--- src/rtl/if_fetch_unit.sv ---
// -----------------------------------------------------------------------------
// if_fetch_unit
//   Instruction-fetch stage of the RV64I pipeline, feeding the IF/ID register.
//   Owns the fetch PC, issues one word request at a time to instruction memory
//   (req/ready handshake, response flagged by rsp_valid), and buffers returned
//   words with their PCs in a 2-entry queue whose head is presented downstream.
//   A jump/branch redirect (jb) flushes the queue, squashes any in-flight
//   response and restarts fetching at the aligned jb_target.
//
// Configuration macro: IF_PERF_EN adds perf_fetch_cnt / perf_bubble_cnt.
//
// Ports
//   clk             in   1   clock, rising edge
//   rst             in   1   reset, asynchronous, active-low
//   stall           in   1   downstream hold; queue head is not consumed
//   jb              in   1   redirect; flush queue, restart at jb_target
//   jb_target       in   64  redirect PC; bits [1:0] ignored
//   imem_req        out  1   request valid
//   imem_addr       out  64  request word address
//   imem_ready      in   1   memory accepts request this cycle
//   imem_rsp_valid  in   1   response data valid
//   imem_rsp_data   in   32  response instruction word
//   current_pc      out  64  PC of presented instruction
//   inst            out  32  presented instruction (NOP when empty)
//   inst_valid      out  1   queue head is valid
//   perf_fetch_cnt  out  32  (IF_PERF_EN) instructions handed downstream
//   perf_bubble_cnt out  32  (IF_PERF_EN) cycles downstream ready but starved
// -----------------------------------------------------------------------------
module if_fetch_unit #(
  parameter logic [63:0] RESET_PC = 64'h0,
  parameter int          QDEPTH   = 2
) (
  input  logic        clk,
  input  logic        rst,
  input  logic        stall,
  input  logic        jb,
  input  logic [63:0] jb_target,
  output logic        imem_req,
  output logic [63:0] imem_addr,
  input  logic        imem_ready,
  input  logic        imem_rsp_valid,
  input  logic [31:0] imem_rsp_data,
  output logic [63:0] current_pc,
  output logic [31:0] inst,
  output logic        inst_valid
`ifdef IF_PERF_EN
  ,
  output logic [31:0] perf_fetch_cnt,
  output logic [31:0] perf_bubble_cnt
`endif
);

  localparam logic [31:0] NOP = 32'h0000_0013;

  typedef enum logic {
    S_IDLE = 1'b0,
    S_WAIT = 1'b1
  } state_t;

  // ---------------------------------------------------------------------------
  // State
  // ---------------------------------------------------------------------------
  state_t      r_state;
  logic [63:0] r_fetch_pc;
  logic [63:0] r_req_pc;
  logic        r_squash;
  logic        r_head;
  logic [1:0]  r_count;
  logic [63:0] r_q_pc   [QDEPTH];
  logic [31:0] r_q_inst [QDEPTH];

  // ---------------------------------------------------------------------------
  // Combinational control
  // ---------------------------------------------------------------------------
  logic w_rsp;
  logic w_push;
  logic w_pop;
  logic w_accept;
  logic w_tail;
  logic w_unused_tgt_lsbs;

  // Only responses that arrive while a request is outstanding count.
  assign w_rsp    = (r_state == S_WAIT) && imem_rsp_valid;
  assign w_push   = w_rsp && !r_squash && !jb;
  assign w_pop    = inst_valid && !stall && !jb;

  // Gating with rst keeps the request low for the whole time reset is held,
  // even though the FSM already sits in IDLE with an empty queue.
  assign imem_req = rst && (r_state == S_IDLE) && !jb && (32'(r_count) < QDEPTH);
  assign w_accept = imem_req && imem_ready;
  assign imem_addr = r_fetch_pc;

  // A push only happens with at most one entry held, so the slot after the
  // head (or the head itself when empty) is always the free one.
  assign w_tail = r_head ^ r_count[0];

  assign inst_valid = (r_count != 2'd0);
  assign current_pc = inst_valid ? r_q_pc[r_head]   : r_fetch_pc;
  assign inst       = inst_valid ? r_q_inst[r_head] : NOP;

  assign w_unused_tgt_lsbs = ^jb_target[1:0];

  // ---------------------------------------------------------------------------
  // FSM, PCs and queue occupancy
  // ---------------------------------------------------------------------------
  // NOTE: sequential state uses non-blocking (<=) so every register samples
  // the pre-edge values; blocking here would chain updates within one edge.
  always_ff @(posedge clk or negedge rst) begin
    if (!rst) begin
      r_state    <= S_IDLE;
      r_fetch_pc <= RESET_PC;
      r_req_pc   <= RESET_PC;
      r_squash   <= 1'b0;
      r_head     <= 1'b0;
      r_count    <= 2'd0;
    end else if (jb) begin
      r_count    <= 2'd0;
      r_fetch_pc <= {jb_target[63:2], 2'b00};
      if (r_state == S_WAIT) begin
        if (imem_rsp_valid) begin
          // Response lands with the redirect: drop it, nothing left in flight.
          r_state  <= S_IDLE;
          r_squash <= 1'b0;
        end else begin
          // The in-flight response belongs to the old path; discard it later.
          r_squash <= 1'b1;
        end
      end
    end else begin
      if (w_accept) begin
        r_req_pc   <= r_fetch_pc;
        r_fetch_pc <= r_fetch_pc + 64'd4;
        r_state    <= S_WAIT;
      end
      if (w_rsp) begin
        r_state  <= S_IDLE;
        r_squash <= 1'b0;
      end
      if (w_pop) begin
        r_head <= ~r_head;
      end
      case ({w_push, w_pop})
        2'b10:   r_count <= r_count + 2'd1;
        2'b01:   r_count <= r_count - 2'd1;
        default: r_count <= r_count;
      endcase
    end
  end

  // ---------------------------------------------------------------------------
  // Queue storage
  // ---------------------------------------------------------------------------
  // NOTE: the entry storage has no reset; occupancy is tracked by r_count and
  // empty-queue outputs are muxed to fixed values, so stale data never leaks.
  always_ff @(posedge clk) begin
    if (w_push) begin
      r_q_pc[w_tail]   <= r_req_pc;
      r_q_inst[w_tail] <= imem_rsp_data;
    end
  end

`ifdef IF_PERF_EN
  // ---------------------------------------------------------------------------
  // Performance counters (free-running, wrap at 2^32)
  // ---------------------------------------------------------------------------
  logic [31:0] r_perf_fetch_cnt;
  logic [31:0] r_perf_bubble_cnt;

  always_ff @(posedge clk or negedge rst) begin
    if (!rst) begin
      r_perf_fetch_cnt  <= 32'd0;
      r_perf_bubble_cnt <= 32'd0;
    end else begin
      if (w_pop) begin
        r_perf_fetch_cnt <= r_perf_fetch_cnt + 32'd1;
      end
      // Downstream would have taken an instruction but none was ready.
      if (!stall && !jb && !inst_valid) begin
        r_perf_bubble_cnt <= r_perf_bubble_cnt + 32'd1;
      end
    end
  end

  assign perf_fetch_cnt  = r_perf_fetch_cnt;
  assign perf_bubble_cnt = r_perf_bubble_cnt;
`endif

endmodule
--- config.mk ---
export PLATFORM = sky130hd
export DESIGN_NAME = if_fetch_unit
export DESIGN_NICKNAME = d
export VERILOG_FILES = /design/src/rtl/if_fetch_unit.sv
export SDC_FILE = /design/constraint.sdc
export NUM_CORES = 1
export LEC_CHECK = 0
export ABC_AREA = 1
export CAP_MARGIN = 20
export CORE_MARGIN = 1
export CORE_UTILIZATION = 48
export CTS_CLUSTER_DIAMETER = 50
export CTS_CLUSTER_SIZE = 28
export DETAILED_ROUTE_END_ITERATION = 16
export PLACE_DENSITY = 0.77
export SLEW_MARGIN = 20
export SYNTH_ARGS = -nofsm -noshare
export SYNTH_HDL_FRONTEND = slang
export SYNTH_SLANG_ARGS = --single-unit
--- constraint.sdc ---
create_clock -name clk -period 5.3 [get_ports clk]
set_input_delay 1.06 -clock clk [delete_from_list [all_inputs] [get_ports clk]]
set_output_delay 1.06 -clock clk [all_outputs]
set_load 0.02 [all_outputs]
==> results.json <==
{
  "outcome": "complete, no violations",
  "layout_commonest_cell": "nand2_1",
  "cts_made_buffers": 30,
  "drive_gt1_share_pct": 6.120,
  "grt_use_total_pct": 28.09,
  "rsz0062_at_grt": "no",
  "routedWlPerCell_um": 19.71,
  "dr.pass1.iters": 5,
  "grt_use_met3_pct": 4.210,
  "antenna_found_initial": 1,
  "setup_viol": 0,
  "cts.htree.levels": 1,
  "die-area_um2": 31200,
  "hold_viol": 0,
  "cp_max_fo": 69,
  "dp_hpwl_um": 29600,
  "drc_errors": 0,
  "peakVddDrop_v": 0.0003549,
  "cts_tree": "built",
  "hp-class": "in2async",
  "clk_root_buffer_cell": "clkbuf_16",
  "postCtsSetupRepairBufs": 0,
  "cts_resized": 0,
  "synthTopCellsByArea": "edfxtp_1 39%, dfrtp_1 22%, nand2_1 11%",
  "clock_path_buffers": 3,
  "endpoint_kind": "primary output",
  "coreArea_um2": 29800,
  "fmax_ghz": 0.2326,
  "maxCapViolCount": 0,
  "netlist_area_um2": 14640,
  "grt_max_degree": 96,
  "io_pins": 264,
  "grt_pass1_wl_um": 67250,
  "die_width_um": 176.6,
  "yosys.area.top_type": "edfxtp_1",
  "mostFrequentLayoutCells": "432 x nand2_1, 255 x clkdlybuf4s50_1, 188 x edfxtp_1",
  "grt_pass1_vias": 12028,
  "nets": 1909,
  "fp.dieH_um": 176.6,
  "area_growth_pct": 27.06,
  "initial_core_util_pct": 49.13,
  "cts.clk_slew.worst_paths_ps": 90,
  "clock_skew_ps": 16.89,
  "place_congestion": 0.9309,
  "maxSlewHeadroom_pct": 33.83,
  "grt_use_met1_pct": 39.04,
  "worstPathArrival_ps": 3240,
  "worst-setup-path-type": "reg2out",
  "drt-initial-drc-count": 1181,
  "io_buffers": 257,
  "period_share_pct": 81.10,
  "yosysWarnings": 0,
  "yosysUniqueCellTypes": 35,
  "synth_top_area_share_pct": 38.56,
  "post-place-cells": 2164,
  "ctsHoldBuffers": 0,
  "ys_ff_latch": 317,
  "fp-row-count": 63,
  "busiest_layer": "met2",
  "grt_use_met2_pct": 44.89,
  "tightest_slew_ps": 992.5,
  "clock_sinks": 317,
  "clkLatencyLatePin_ps": 580,
  "p_per_area_nw_per_um2": 517.4,
  "maxSlewViolCount": 0,
  "drtAntennaViolNets": 0,
  "vias_per_cell": 5.617,
  "gr-total-overflow": 0,
  "routed_wl_um": 43770,
  "fin_crit_ps": 4299,
  "synthCells": 1577,
  "tns_ps": 0,
  "seq_area_frac_synth_pct": 60.62,
  "startpoint_type": "flop",
  "syn_area_per_cell_um2": 9.283,
  "power_leakage_nw": 7.288,
  "num_vias": 12476,
  "worstPathRequired_ps": 4240,
  "finalNonFillerCells": 2221
}
-- path summary, 6_finish.rpt --
path	start	to	slack, ps	cells after the start
worst min register to register	r_req_pc[9]$_DFFE_PN0P_	r_q_pc[0][9]$_DFFE_PP_	470	0
min in group clk	r_req_pc[9]$_DFFE_PN0P_	r_q_pc[0][9]$_DFFE_PP_	470	0
worst min-delay path	rst	r_req_pc[57]$_DFFE_PN0P_	350	1
max in group asynchronous	rst	r_head$_DFFE_PN0P_	3790	2
worst max-delay path	r_head$_DFFE_PN0P_	current_pc[18]	1000	5
worst max register to register	r_head$_DFFE_PN0P_	r_q_pc[0][59]$_DFFE_PP_	1970	5
-- sequential cells by signal, indices dropped and copies added, names as in the netlist --
name / cells
r_q_pc: 124
r_q_inst: 64
imem_addr: 62
r_req_pc: 62
r_count: 2
r_head: 1
r_squash: 1
r_state: 1
-- metrics by stage --
| stage | hold slack (ps) | power, mW | setup WS, ps | cell area [µm²] | utilization (%) |
|---|---|---|---|---|---|
| global placement | 445.9 | 7.258 | 1659 | 17520 | 58.80 |
| CTS | 337.9 | 9.655 | 953.0 | 18600 | 62.42 |
| global route | 344.9 | 10.09 | 872.0 | 18600 | 62.43 |
| detailed placement | 453.9 | 7.351 | 1608 | 17520 | 58.80 |
| floorplan | 442.1 | 5.579 | 1048 | 14660 | - |
| finish | 348.9 | 9.624 | 1001 | 18600 | 62.43 |
-- critical path: stages (launching register included) --
cell             delay (ps)
dfrtp_4                 640
inv_2                   500
buf_12                  370
nand2_1                 110
a22oi_1                 290
clkdlybuf4s50_1         670
-- per-layer routing --
| layer | share of wire, % | wire [µm] |
|---|---|---|
| met4 | 3.0 | 1314 |
| met3 | 8.2 | 3571 |
| met5 | 0 | 0 |
| met2 | 47 | 20700 |
| met1 | 42 | 18190 |
-- where the power goes --
part / total [mW] / leakage (nW) / internal, mW / switching, mW
combinational: 3.77 / 3.49 / 1.50 / 2.27
sequential: 3.55 / 3.27 / 3.17 / 0.386
clock: 2.30 / 0.523 / 1.17 / 1.13
-- Yosys cell counts (all sizes together) --
cell      n
o21ai    94
o21bai    2
nand2   442
inv     118
nand3    79
o21a      6
ha        1
a22oi    49
buf      47
nor3      1
and2      2
clkinv    1
xor2      4
nand4    27
nor2    197
edfxtp  188
conb      1
o221ai    5
a31oi     1
dfrtp   129
xnor2     2
nand3b   18
a21oi   120
clkbuf   31
o211ai   12
-- final cells by class --
cell class | instances | area, µm²
clock buffers | 33 | 783.3
flip-flops and latches | 317 | 8877
repair buffers | 272 | 2703
diodes | 1 | 2.502
clock inverters | 23 | 294.0
fillers | 2452 | 11200
inverters | 119 | 446.7
multi-input cells | 1066 | 5006
well taps | 390 | 488.0
-- logic make-up after synthesis --
group           Yosys count  share of synthesized area [%]
simple gates            766                          22.21
other cells               1                        0.02562
flops                   317                          60.62
buf+inv                 197                          5.504
fa+ha+maj                 1                        0.08546
xor+xnor                  6                         0.3590
compound gates          289                          11.20
Power figures use the tool's default switching activity.
